$ cat src/rtl/ps2_pkg.sv
// ps2_pkg: PS/2 frame constants and receive state encoding shared across the link.
package ps2_pkg;
  typedef enum logic [1:0] {RX_IDLE, RX_DATA, RX_PARITY, RX_STOP} ps2_rx_state_t;
  localparam int PS2_DATA_BITS = 8;
  localparam int PS2_FRAME_BITS = 11;
endpackage

$ cat src/rtl/ps2_line_filter.sv
// ps2_line_filter: 2-FF synchroniser plus run-length glitch filter for one PS/2 line.
module ps2_line_filter #(
  parameter int FILTER_LEN = 8
) (
  input  logic clk,
  input  logic reset,
  input  logic line,
  output logic level,
  output logic fall
);
  localparam int CW = $clog2(FILTER_LEN);
  logic s1, s2;
  logic [CW-1:0] cnt;
  always_ff @(posedge clk) begin
    if (reset) begin
      s1 <= 1'b1;
      s2 <= 1'b1;
      level <= 1'b1;
      cnt <= '0;
      fall <= 1'b0;
    end else begin
      s1 <= line;
      s2 <= s1;
      fall <= 1'b0;
      if (s2 == level)
        cnt <= '0;
      else if (cnt == CW'(FILTER_LEN - 1)) begin
        level <= ~level;
        cnt <= '0;
        fall <= level;
      end else
        cnt <= cnt + 1'b1;
    end
  end
endmodule

$ cat src/rtl/ps2_rx_frame.sv
// ps2_rx_frame: rebuilds 11-bit PS/2 device-to-host frames and strobes out validated bytes.
module ps2_rx_frame
  import ps2_pkg::*;
#(
  parameter int FILTER_LEN = 8,
  parameter int TIMEOUT_CYCLES = 100000
) (
  input  logic                     clk,
  input  logic                     reset,
  input  logic                     ps2_clk_in,
  input  logic                     ps2_dat_in,
  input  logic                     rx_enable,
  output logic [PS2_DATA_BITS-1:0] data,
  output logic                     data_valid,
  output logic                     parity_error,
  output logic                     frame_error,
  output logic                     busy
);
  localparam int TW = $clog2(TIMEOUT_CYCLES + 1);
  ps2_rx_state_t state, state_n;
  logic [2:0] bit_cnt, bit_n;
  logic [PS2_DATA_BITS-1:0] shreg, sh_n, data_n;
  logic par, par_n, dv_n, pe_n, fer_n, good;
  logic [TW-1:0] tmo, tmo_n;
  logic [1:0] dat_sync;
  logic dat, fall, ps2_clk_lvl;
  ps2_line_filter #(.FILTER_LEN(FILTER_LEN)) u_clk_filter (
    .clk(clk),
    .reset(reset),
    .line(ps2_clk_in),
    .level(ps2_clk_lvl),
    .fall(fall)
  );
  assign dat = dat_sync[1];
  assign busy = state != RX_IDLE;
  assign good = ^{shreg, par};
  always_comb begin
    state_n = state;
    bit_n = bit_cnt;
    sh_n = shreg;
    par_n = par;
    data_n = data;
    dv_n = 1'b0;
    pe_n = 1'b0;
    fer_n = 1'b0;
    tmo_n = (state == RX_IDLE || fall) ? '0 : tmo + 1'b1;
    if (!rx_enable) begin
      state_n = RX_IDLE;
      bit_n = '0;
      tmo_n = '0;
    end else if (fall) begin
      case (state)
        RX_IDLE: begin
          state_n = dat ? RX_IDLE : RX_DATA;
          bit_n = '0;
        end
        RX_DATA: begin
          sh_n = {dat, shreg[PS2_DATA_BITS-1:1]};
          bit_n = bit_cnt + 3'd1;
          state_n = (bit_cnt == 3'(PS2_DATA_BITS - 1)) ? RX_PARITY : RX_DATA;
        end
        RX_PARITY: begin
          par_n = dat;
          state_n = RX_STOP;
        end
        RX_STOP: begin
          state_n = RX_IDLE;
          fer_n = !dat;
          pe_n = dat && !good;
          dv_n = dat && good;
          data_n = (dat && good) ? shreg : data;
        end
      endcase
    end else if (busy && tmo == TW'(TIMEOUT_CYCLES - 1)) begin
      // the device stalled mid-frame; drop the partial byte
      state_n = RX_IDLE;
      fer_n = 1'b1;
    end
  end
  always_ff @(posedge clk) begin
    if (reset) begin
      state <= RX_IDLE;
      bit_cnt <= '0;
      shreg <= '0;
      par <= 1'b0;
      data <= '0;
      data_valid <= 1'b0;
      parity_error <= 1'b0;
      frame_error <= 1'b0;
      tmo <= '0;
      dat_sync <= 2'b11;
    end else begin
      state <= state_n;
      bit_cnt <= bit_n;
      shreg <= sh_n;
      par <= par_n;
      data <= data_n;
      data_valid <= dv_n;
      parity_error <= pe_n;
      frame_error <= fer_n;
      tmo <= tmo_n;
      dat_sync <= {dat_sync[0], ps2_dat_in};
    end
  end
endmodule
$ cat config.mk
export PLATFORM = sky130hd
export DESIGN_NAME = ps2_rx_frame
export DESIGN_NICKNAME = d
export VERILOG_FILES = /design/src/rtl/ps2_pkg.sv /design/src/rtl/ps2_line_filter.sv /design/src/rtl/ps2_rx_frame.sv
export SDC_FILE = /design/constraint.sdc
export NUM_CORES = 1
export LEC_CHECK = 0
export ABC_AREA = 1
export CORE_ASPECT_RATIO = 1.75
export CORE_MARGIN = 1
export CORE_UTILIZATION = 38
export DETAILED_ROUTE_END_ITERATION = 8
export SYNTH_ARGS = -nofsm -noshare
export SYNTH_HDL_FRONTEND = slang
export SYNTH_SLANG_ARGS = --single-unit
$ cat constraint.sdc
create_clock -name clk -period 1.6 [get_ports clk]
set_clock_uncertainty 0.15 [all_clocks]
set_input_delay 0.24 -clock clk [delete_from_list [all_inputs] [get_ports clk]]
set_output_delay 0.24 -clock clk [all_outputs]
set_load 0.005 [all_outputs]
### Yosys cells after proc, flatten, opt, wreduce, memory -nomap -nowiden

Cells that the tools add are included.

| storage, ports and cells | value |
|---|---|
| logic and storage cells | 61 |
| input port bits | 5 |
| bits in registers | 51 |
| output and inout port bits | 12 |

| cells by class | value |
|---|---|
| bitwise operators | 6 |
| mux-type cells | 9 |
| $add $sub $neg | 3 |
| reductions and logical operators | 21 |
| eq/ne operators | 7 |

Operator list:

| kind | count |
|---|---|
| $add A17 B1 Y17 const B | 1 |
| $eq A17 B17 Y1 const B | 1 |
| $reduce_or A3 Y1 | 3 |
| $reduce_xor A9 Y1 | 1 |
| $pmux W2 S4 | 1 |
| $add A3 B1 Y3 const B | 2 |
| $eq A3 B3 Y1 const B | 2 |
| $mux W2 | 3 |
| $not A1 Y1 | 6 |
| $pmux W3 S2 | 1 |
| $reduce_and A3 Y1 | 2 |
| $reduce_bool A2 Y1 | 3 |
| $eq A2 B2 Y1 const B | 2 |
| $mux W1 | 4 |
| $reduce_and A2 Y1 | 2 |
| $reduce_and A4 Y1 | 1 |
| $reduce_or A4 Y1 | 1 |
| $logic_and A1 B1 Y1 | 3 |
| $eq A2 B1 Y1 const B | 1 |
| $logic_not A1 Y1 | 2 |
| $logic_not A2 Y1 | 1 |
| $reduce_or A2 Y1 | 1 |
| $eq A1 B1 Y1 | 1 |
| $logic_or A1 B1 Y1 | 1 |

### Longest topological paths before layout

Gate-level depths: netlist of run 1.

| logic depth | value |
|---|---|
| word-level depth | 4 |
| gate-level depth with buffers | 13 |
| depth with buffers taken out | 13 |

### Modules after synthesis

From an unflattened synthesis of run 1, not the netlist that was laid out.

| second synthesis, totals | value |
|---|---|
| cell total of the unflattened synthesis | 315 |
| area total of the unflattened synthesis | 2,321.0 um^2 |

Modules (own cells, without submodules):

| module | area each (um^2) | times used | seq. area each (um^2) | cells an instance |
|---|---|---|---|---|
| ps2_rx_frame | 2,082.0 | 1 | 880.8 | 289 |
| ps2_line_filter | 239.0 | 1 | 140.1 | 26 |

### Worst setup path after synthesis of run 1

OpenSTA, ideal clock, no wires.

| path | value |
|---|---|
| path kind | reg-to-reg |
| from | reg tmo[0] |
| to | reg tmo[16] |
| setup time | 0.119 ns |
| period minus slack after synthesis | 1.548 ns |
| setup slack | 0.052 ns |
| cell stages (with the launch flop) | 11 |
| arrival | 1.278 ns |
| buffers on the path | 0 |
| required time | 1.331 ns |
| cells stage by stage | dfxtp_1 ha_1 nand2_1 nor2_2 nand2_1 nor2_2 inv_2 nor2_2 nand2_1 o21ai_0 a21oi_1 |

| between the ends | value |
|---|---|
| longest elaborated chain between the ends | 1 |

Ends and longest elaborated chain:

| what | RTL line | source |
|---|---|---|
| start, declared | ps2_rx_frame.sv:24 | `logic [TW-1:0] tmo, tmo_n;` |
| start signal, assigned | ps2_rx_frame.sv:101 | `tmo <= tmo_n;` |
| $add A17 B1 Y17 | ps2_rx_frame.sv:46 | `tmo_n = (state == RX_IDLE \|\| fall) ? '0 : tmo + 1'b1;` |

No other way between the ends.
A chain may end at the register's enable or synchronous reset.

### Worst setup path after layout of run 1

| path | value |
|---|---|
| from | reg tmo[0] |
| to | reg tmo[9] |

The elaborated chain is that of the path after synthesis.

==> results of run 1 <==
==> sequential cells by signal, indices dropped and copies added (netlist names) <==
| name | cells |
|---|---|
| shreg | 8 |
| u_clk_filter.cnt | 3 |
| data | 8 |
| data_valid | 1 |
| u_clk_filter.s2 | 1 |
| dat_sync | 2 |
| bit_cnt | 3 |
| frame_error | 1 |
| par | 1 |
| tmo | 17 |
| u_clk_filter.level | 1 |
| parity_error | 1 |
| u_clk_filter.s1 | 1 |
| state | 2 |
| u_clk_filter.fall | 1 |
==> worst reg2reg max path, delay by kind of cell (launching register included) <==
| kind | cells | cell delay, ns |
|---|---|---|
| simple gates | 4 | 0.48 |
| buf+inv | 4 | 0.44 |
| flops | 1 | 0.36 |
| compound gates | 2 | 0.15 |
==> path summary, 6_finish.rpt <==
path,start,endpoint,slack [ns],depth (start not counted)
setup / recovery,tmo[0]$_SDFF_PP0_,tmo[9]$_SDFF_PP0_,-0.07,10
hold / removal,u_clk_filter.s1$_SDFF_PP1_,u_clk_filter.s2$_SDFF_PP1_,0.26,1
setup reg to reg,tmo[0]$_SDFF_PP0_,tmo[9]$_SDFF_PP0_,-0.07,10
hold reg to reg,u_clk_filter.s1$_SDFF_PP1_,u_clk_filter.s2$_SDFF_PP1_,0.26,1
==> metal layers <==
layer | track usage, % | up-vias
met2 | 35.09 | 40
li1 | - | 1217
met4 | 9.801 | 0
met1 | 16.83 | 1093
met5 | 0 | -
met3 | 3.178 | 12
==> report_power, final <==
group | switching (mW) | internal, mW | leakage [nW]
clock | 0.428 | 0.355 | 0.0484
combinational | 0.0282 | 0.0282 | 1.02
sequential | 0.00203 | 1.26 | 0.420
==> cells by family after synthesis <==
logic type | count (synthesis) | share of synthesized area, %
adders and majority gates | 5 | 2.573
DFF | 51 | 42.00
xor gates and xnor gates | 1 | 0.3603
buffers and inverters | 63 | 10.19
AOI/OAI and AO/OA | 48 | 10.55
and+or+nand+nor | 169 | 34.33
==> cell usage after synthesis (2+ instances only) <==
master | count | share of area, %
nand2_1 | 77 | 12
or2_2 | 4 | 1.0
inv_1 | 51 | 7.9
o21ai_0 | 15 | 3.1
nor2_2 | 5 | 1.3
nor2_1 | 31 | 4.8
ha_1 | 5 | 2.6
nor3_2 | 2 | 0.82
nor4_1 | 3 | 0.77
a211oi_1 | 2 | 0.62
a21oi_2 | 3 | 1.1
nand2_2 | 3 | 0.77
nor3_1 | 9 | 1.9
inv_2 | 9 | 1.4
o21ai_1 | 4 | 0.82
clkbuf_1 | 2 | 0.31
nand4_1 | 15 | 3.9
dfxtp_1 | 51 | 42
a21oi_1 | 24 | 4.9
nor2_8 | 2 | 1.6
nand3_1 | 10 | 2.1
==> timing repair <==
item,4_1_cts,5_1_grt
gates cloned,1,2
gates resized for setup,19,74
setup endpoints to repair,14,26
buffers inserted,3,10
pin swaps,4,27
==> layout make-up <==
class                           instances  area share [%]
Multi-Input combinational cell        226           40.79
Clock buffer                            7           2.513
Timing Repair Buffer                   62           16.28
Sequential cell                        51           30.55
Clock inverter                          1          0.2549
Tap cell                               80           2.913
Inverter                               60           6.701
==> metrics by stage <==
stage | std cells | hold WS (ns) | area, um^2
5_1_grt | 487 | 0.2799 | 3436
3_5_place_dp | 464 | 0.2460 | 2962
4_1_cts | 476 | 0.2674 | 3164
6_report | 487 | 0.2640 | 3436
3_3_place_gp | 464 | 0.2456 | 2962
2_1_floorplan | 337 | 0.1938 | 2431
==> qor.yml, run 1 <==
coreArea_mm2: 0.006181
critPathMaxFanout: 3
rsz0062_at_grt: "true"
grt_pass1_vias: 2189
multiInputGateArea_mm2: 0.001401
cp_cell_sequence: "buf_4 -> buf_4 -> nand3_2 -> inv_2 -> nand3_2 -> nor3_4 -> nand2_2 -> buf_4 -> o21ai_1 -> a21oi_1"
port_buffers: 16
route.met3.wl_um: 119
seq_area_mm2: 0.001050
critPathCaptureType: "register"
slowest_delay_ns: 0.36
drt-met1-wl_um: 2097
place_congestion: 0.8850
fin_ws_ns: -0.06539
grt_pass1_wl_um: 9349
dr.pass1.iters: 4
cts_tree: "done"
clock-root-buffer: "clkbuf_8"
overflow: 0
antenna_left: 0
async_reset_ff_share_pct: 0
routed_wl_um: 5748
holdBufCountCts: 0
p_total_mw: 2.106
max_slew.worst_pin.slew_ns: 0.3486
die_y_um: 107.8
antenna_found_initial: 0
ir_drop_uv: 594.1
setup_viol: 4
drc: 0
cp.required_ns: 1.66
slowest_stage: "dfxtp_2"
fmax_mhz: 600.5
cts_buffer_depth: 2
nFillCells: 592
final_cell_mix: "55 x nand2_1, 40 x buf_4, 38 x inv_1, 38 x dfxtp_1, 24 x nor2_1"
layout_commonest_cell: "nand2_1"
yosysSeqAreaShare_pct: 42.00
die_area_mm2: 0.006734
post-place-ws_ns: -0.2108
maxCapViolCount: 0
die_w_um: 62.46
synth_area_mm2: 0.002431
powerDensity_mw_per_mm2: 613.0
wl_per_cell_um: 11.80
viasPerCell: 4.850
setup-tns-final_ns: -0.1539
synth_nets: 347
h-tree-depth: 2
drive_above_1_share_pct: 37.10
ys.flop_type: "dfxtp_1"
clock_sinks: 51
fin_crit_ns: 1.665
diodes: 0
post-route-util_pct: 55.59
drt_iter0_drc: 117
p_leak_nw: 1.490
io_pins: 17
avgSynthCellArea_um2: 7.214
start_kind: "register"
cpMostUsedCell: "buf_4"
synth_seq_cells: 51
vias: 2362
top_layer: "met4"
critPathTopFamily: "simple AND/OR/NAND/NOR gates"
path_class: "reg2reg"
status: "finished with violations"
cts_buffers: 5
synth_edf_count: 0
area_growth_pct: 41.33
drv_slew: 0
hold_path_class: "reg2reg"
violations: "negative setup slack"
final_hold_viol_count: 0
insertion_delay_ns: 0.31
worst-path-buf-inv: 4
num_rows: 38
grt_max_degree: 20
finalCritPeriodShare_pct: 104.1
path_clk_slew_ns: 0.09
ys_types: 31
start_util_pct: 39.33
wl_met2_um: 3383
ys_warn_count: 0
final_nets: 416
relSlewSlack_pct: 76.52
syn-instance-count: 337
dp_hpwl_um: 4039
arrival_ns: 1.73
grtUsageTotal_pct: 17.81
(Power assumes the default switching activity.)
==> run 2, diff against run 1 <==
--- a/config.mk
+++ b/config.mk
@@ -6,10 +6,10 @@
 export NUM_CORES = 1
 export LEC_CHECK = 0
 export ABC_AREA = 1
-export CORE_ASPECT_RATIO = 1.75
 export CORE_MARGIN = 1
 export CORE_UTILIZATION = 38
 export DETAILED_ROUTE_END_ITERATION = 8
+export SKIP_CTS_REPAIR_TIMING = 1
 export SYNTH_ARGS = -nofsm -noshare
 export SYNTH_HDL_FRONTEND = slang
 export SYNTH_SLANG_ARGS = --single-unit
==> qor.yml, run 2 (synthesis results as in run 1) <==
grt_max_degree: 20  # unchanged
grt_pass1_wl_um: 8383  # -10%
drive_above_1_share_pct: 32.34  # -4.8 points
area_growth_pct: 39.06
hp-start: "u_clk_filter.s1$_SDFF_PP1_"
place_congestion: 0.8401  # -5.1%
cp_cell_sequence: "ha_4 -> nand2_4 -> nor2_4 -> nand2_2 -> nor2_4 -> inv_4 -> nor3_4 -> nand2_1 -> o21ai_1 -> a21oi_1"
ir_drop_uv: 356.1  # -40%
start_util_pct: 40.11  # +0.78 points
reg_top3: "tmo x17, data x8, shreg x8"
worst-path-buf-inv: 1  # -3
dp_hpwl_um: 3643  # -9.8%
setup_viol: 7  # +3
timing.rr.end: "tmo[10]$_SDFF_PP0_"
r2r_setup_slack_ns: -0.14  # -0.08 ns
drt_iter0_drc: 58  # -50%
num_rows: 28  # -26%
relSlewSlack_pct: 72.27  # -4.2 points
grtUsageTotal_pct: 16.17  # -1.6 points
antenna_found_initial: 0  # unchanged
slowest_stage: "dfxtp_2"
routed_wl_um: 5285  # -8.1%
final_cell_count_no_fill: 477  # -2.1%
die_area_mm2: 0.006722  # -0.18%
dr.pass1.iters: 4  # unchanged
slowest_delay_ns: 0.36  # about the same
critPathMaxFanout: 3  # unchanged
nFillCells: 587  # -0.84%
start_kind: "register"
power_frac_clock_pct: 41.4  # +4.2 points
max_slew.worst_pin.slew_ns: 0.4122  # +0.06358 ns
final_nets: 411  # -1.2%
vias: 2252  # -4.7%
fin_crit_ns: 1.741  # +0.07610 ns
r2r-start: "tmo[1]$_SDFF_PP0_"
min_delay_worst_endpoint: "u_clk_filter.s2$_SDFF_PP1_"
seq_area_mm2: 0.001050  # unchanged
final_area_mm2: 0.003381  # -1.6%
critPathCaptureType: "register"
place_inst: 452  # -2.6%
path_class: "reg2reg"
port_buffers: 16  # unchanged
power.internal_mw: 1.802  # +9.3%
rsz0062_at_grt: "true"
diodes: 0  # unchanged
final_cell_mix: "65 x nand2_1, 43 x inv_1, 36 x dfxtp_1"
sw_frac_of_total_pct: 20.20  # -1.6 points
largest_register_ffs: 17  # unchanged
netSwitchingPower_mw: 0.4560  # -0.51%
comb_power_share_pct: 2.4  # -0.3 points
arrival_ns: 1.79  # +0.06 ns
die_y_um: 81.99  # -24%
insertion_delay_ns: 0.30  # about the same
antenna_left: 0  # unchanged
drc: 0  # unchanged
path_clk_slew_ns: 0.09  # about the same
powerDensity_mw_per_mm2: 667.8  # +8.9%
die_w_um: 81.99  # +31%
critPathTopFamily: "simple AND/OR/NAND/NOR gates"
overflow: 0  # unchanged
pwr-share-seq_pct: 56.2  # -3.9 points
h-tree-depth: 2  # unchanged
r2r_cells: 10  # unchanged
hold_path_class: "reg2reg"
coreArea_mm2: 0.006061  # -1.9%
io_pins: 17  # unchanged
fmax_mhz: 574.2  # -4.4%
dpl_cell_area_mm2: 0.002903  # -2.0%
layout_commonest_cell: "nand2_1"
wl_per_cell_um: 11.08  # -6.1%
final_hold_viol_count: 0  # unchanged
viasPerCell: 4.721  # -2.7%
cts_buffers: 5  # unchanged
maxCapViolCount: 0  # unchanged
cp.required_ns: 1.65  # about the same
grt_pass1_vias: 1905  # -13%
drv_slew: 0  # unchanged
clock-root-buffer: "clkbuf_8"
whs_path_depth: 1  # unchanged
cts_buffer_depth: 2  # unchanged
cts_tree: "done"
status: "finished with violations"
regMostFlops: "tmo"
finalCritPeriodShare_pct: 108.8  # +4.8 points
clock_sinks: 51  # unchanged
violations: "negative setup slack"
p_leak_nw: 1.436  # -3.6%
post-route-util_pct: 55.78  # +0.19 points
cpMostUsedCell: "nor2_4"
fin_ws_ns: -0.1415  # -0.07610 ns
multiInputGateArea_mm2: 0.001338  # -4.6%
## run 2: routing by layer
layer,wire (um),track usage [%]
met5,0,0
met4,70,6.316
met3,58,2.333
met2,2567,25.79
met1,2588,21.82
## run 2: metrics by stage
| stage | power, mW | setup slack, ns | hold slack [ns] | TNS, ns |
|---|---|---|---|---|
| floorplan | 1.331 | 0.05244 | 0.1938 | 0 |
| global placement | 1.359 | -0.3216 | 0.2416 | -5.275 |
| detailed placement | 1.360 | -0.4021 | 0.2428 | -6.532 |
| CTS | 2.294 | -0.3335 | 0.2657 | -1.364 |
| global route | 2.339 | -0.2553 | 0.2875 | -2.439 |
| finish | 2.258 | -0.1415 | 0.2641 | -0.5624 |
## run 2: how the worst max path moves through the flow
stage	startpoint	end	slack, ns	cells after the start
2_1_floorplan	tmo[0]$_SDFF_PP0_	tmo[16]$_SDFF_PP0_	0.05	10
3_3_place_gp	rx_enable	tmo[11]$_SDFF_PP0_	-0.32	7
3_5_place_dp	rx_enable	tmo[2]$_SDFF_PP0_	-0.40	7
4_1_cts	state[0]$_SDFFE_PP0P_	busy	-0.33	3
5_1_grt	tmo[0]$_SDFF_PP0_	tmo[11]$_SDFF_PP0_	-0.26	9
6_report	tmo[1]$_SDFF_PP0_	tmo[10]$_SDFF_PP0_	-0.14	10
## run 2: area by class of cell
type	count	share of cell area, %
inverter	60	7.032
timing repair buffer	58	16.10
clock inverter	2	1.036
clock buffer	6	2.443
sequential	51	31.05
multi-input combinational	225	39.56
tap	75	2.776
## run 2: power groups by stage
stage	registers [mW]	logic, mW	clock network (mW)
floorplan	1.30	0.0257	0
global placement	1.31	0.0539	0
detailed placement	1.31	0.0546	0
CTS	1.28	0.0545	0.963
global route	1.27	0.0620	1.01
finish	1.27	0.0549	0.934
==> run 3, diff against run 2 <==
==> constraint.sdc (replaced) <==
create_clock -name clk -period 1.6 [get_ports clk]
set_clock_uncertainty 0.15 [all_clocks]
set_input_delay 0.24 -clock clk [delete_from_list [all_inputs] [get_ports clk]]
set_output_delay 0.24 -clock clk [all_outputs]
set_load 0.1 [all_outputs]
==> qor.yml, run 3 (synthesis results as in run 1) <==
layout_commonest_cell: "nand2_1"
power_frac_clock_pct: 41.2  # -0.2 points
cts_buffer_depth: 2  # unchanged
rsz0062_at_grt: "true"
maxCapViolCount: 0  # unchanged
cts_tree: "done"
start_util_pct: 40.11  # unchanged
critPathMaxFanout: 3  # unchanged
relSlewSlack_pct: 75.25  # +3.0 points
routed_wl_um: 5226  # -1.1%
overflow: 0  # unchanged
critPathCaptureType: "register"
antenna_found_initial: 0  # unchanged
r2r_cells: 11  # +1
setup_viol: 5  # -2
netSwitchingPower_mw: 0.4445  # -2.5%
coreArea_mm2: 0.006061  # unchanged
max_slew.worst_pin.slew_ns: 0.3673  # -0.04484 ns
p_total_mw: 2.241  # -0.75%
final_area_mm2: 0.003405  # +0.70%
final_nets: 400  # -2.7%
die_w_um: 81.99  # unchanged
drv_slew: 0  # unchanged
antenna_left: 0  # unchanged
pwr-share-seq_pct: 56.5  # +0.3 points
final_cell_mix: "59 x nand2_1, 43 x inv_1, 37 x dfxtp_1"
fin_ws_ns: -0.1419  # -0.0004380 ns
die_y_um: 81.99  # unchanged
area_growth_pct: 40.04
path_class: "reg2reg"
largest_register_ffs: 17  # unchanged
drc: 0  # unchanged
regMostFlops: "tmo"
die_area_mm2: 0.006722  # unchanged
dpl_cell_area_mm2: 0.002993  # +3.1%
path_clk_slew_ns: 0.09  # about the same
num_rows: 28  # unchanged
port_buffers: 16  # unchanged
cp.required_ns: 1.69  # +0.04 ns
wl_per_cell_um: 11.21  # +1.2%
drt_iter0_drc: 129  # +120%
viasPerCell: 4.854  # +2.8%
h-tree-depth: 2  # unchanged
insertion_delay_ns: 0.30  # about the same
arrival_ns: 1.83  # +0.04 ns
dr.pass1.iters: 4  # unchanged
final_hold_viol_count: 0  # unchanged
grtUsageTotal_pct: 16.23  # +0.059 points
violations: "negative setup slack"
powerDensity_mw_per_mm2: 658.2  # -1.4%
start_kind: "register"
power.internal_mw: 1.796  # -0.30%
status: "finished with violations"
comb_power_share_pct: 2.4  # about the same
grt_pass1_wl_um: 8431  # +0.57%
fin_crit_ns: 1.742  # +0.0004380 ns
vias: 2262  # +0.44%
hold_path_class: "reg2reg"
clock-root-buffer: "clkbuf_8"
diodes: 0  # unchanged
p_leak_nw: 1.404  # -2.2%
whs_path_depth: 1  # unchanged
cts_buffers: 5  # unchanged
dp_hpwl_um: 3683  # +1.1%
ir_drop_uv: 383.8  # +7.8%
fmax_mhz: 574.1  # about the same
finalCritPeriodShare_pct: 108.9  # about the same
io_pins: 17  # unchanged
reg_top3: "tmo x17, data x8, shreg x8"
grt_max_degree: 20  # unchanged
sw_frac_of_total_pct: 19.84  # -0.36 points
drive_above_1_share_pct: 35.04  # +2.7 points
grt_pass1_vias: 1974  # +3.6%
place_congestion: 0.7967  # -5.2%
clock_sinks: 51  # unchanged
==> run 3: layout make-up <==
cell class	instances	area [um^2]
Inverter	60	232.7
Clock inverter	2	35.03
Clock buffer	6	82.58
Fill cell	564	2656
Multi-Input combinational cell	226	1360
Tap cell	75	93.84
Sequential cell	51	1054
Timing Repair Buffer	46	546.8
==> run 3: critical path: stages (launching register included) <==
cell and delay (ns):
dfxtp_2 0.37, ha_4 0.15, nand2_4 0.06, nor2_4 0.13, nand2_2 0.08, nor2_4 0.14
inv_4 0.06, nor2_4 0.09, nand2_2 0.08, nor2_2 0.14, nand3_1 0.08, a21oi_1 0.14
==> run 3: metrics by stage <==
stage / util (%) / hold WS, ns / worst slack [ns] / TNS (ns) / std cells
after floorplan: - / 0.1938 / 0.05244 / 0 / 337
after global placement: 49.38 / 0.2410 / -0.1909 / -3.866 / 448
after detailed placement: 49.38 / 0.2441 / -0.2419 / -4.589 / 448
after CTS: 51.32 / 0.2660 / -0.2102 / -1.493 / 456
after global routing: 56.17 / 0.2834 / -0.2473 / -1.651 / 466
final: 56.17 / 0.2639 / -0.1419 / -0.3542 / 466
==> run 3: layer usage <==
metal / share of wire [%] / vias to the layer above / track usage, %
met5: 0 / - / 0
met4: 1.1 / 0 / 5.789
met3: 2.6 / 4 / 3.333
met2: 49 / 34 / 26.45
met1: 48 / 1029 / 21.02
li1: - / 1195 / -
==> run 3: final timing paths <==
kind	from	to	slack [ns]
max	tmo[1]$_SDFF_PP0_	tmo[12]$_SDFF_PP0_	-0.14
min	u_clk_filter.s1$_SDFF_PP1_	u_clk_filter.s2$_SDFF_PP1_	0.26
max reg2reg	tmo[1]$_SDFF_PP0_	tmo[12]$_SDFF_PP0_	-0.14
min reg2reg	u_clk_filter.s1$_SDFF_PP1_	u_clk_filter.s2$_SDFF_PP1_	0.26
==> run 3: power by group through the flow <==
stage / Combinational (mW) / Sequential [mW] / Clock (mW)
6_report: 0.0528 / 1.27 / 0.923
5_1_grt: 0.0583 / 1.27 / 1.00
4_1_cts: 0.0525 / 1.28 / 0.952
3_5_place_dp: 0.0524 / 1.31 / 0
3_3_place_gp: 0.0520 / 1.31 / 0
2_1_floorplan: 0.0257 / 1.30 / 0
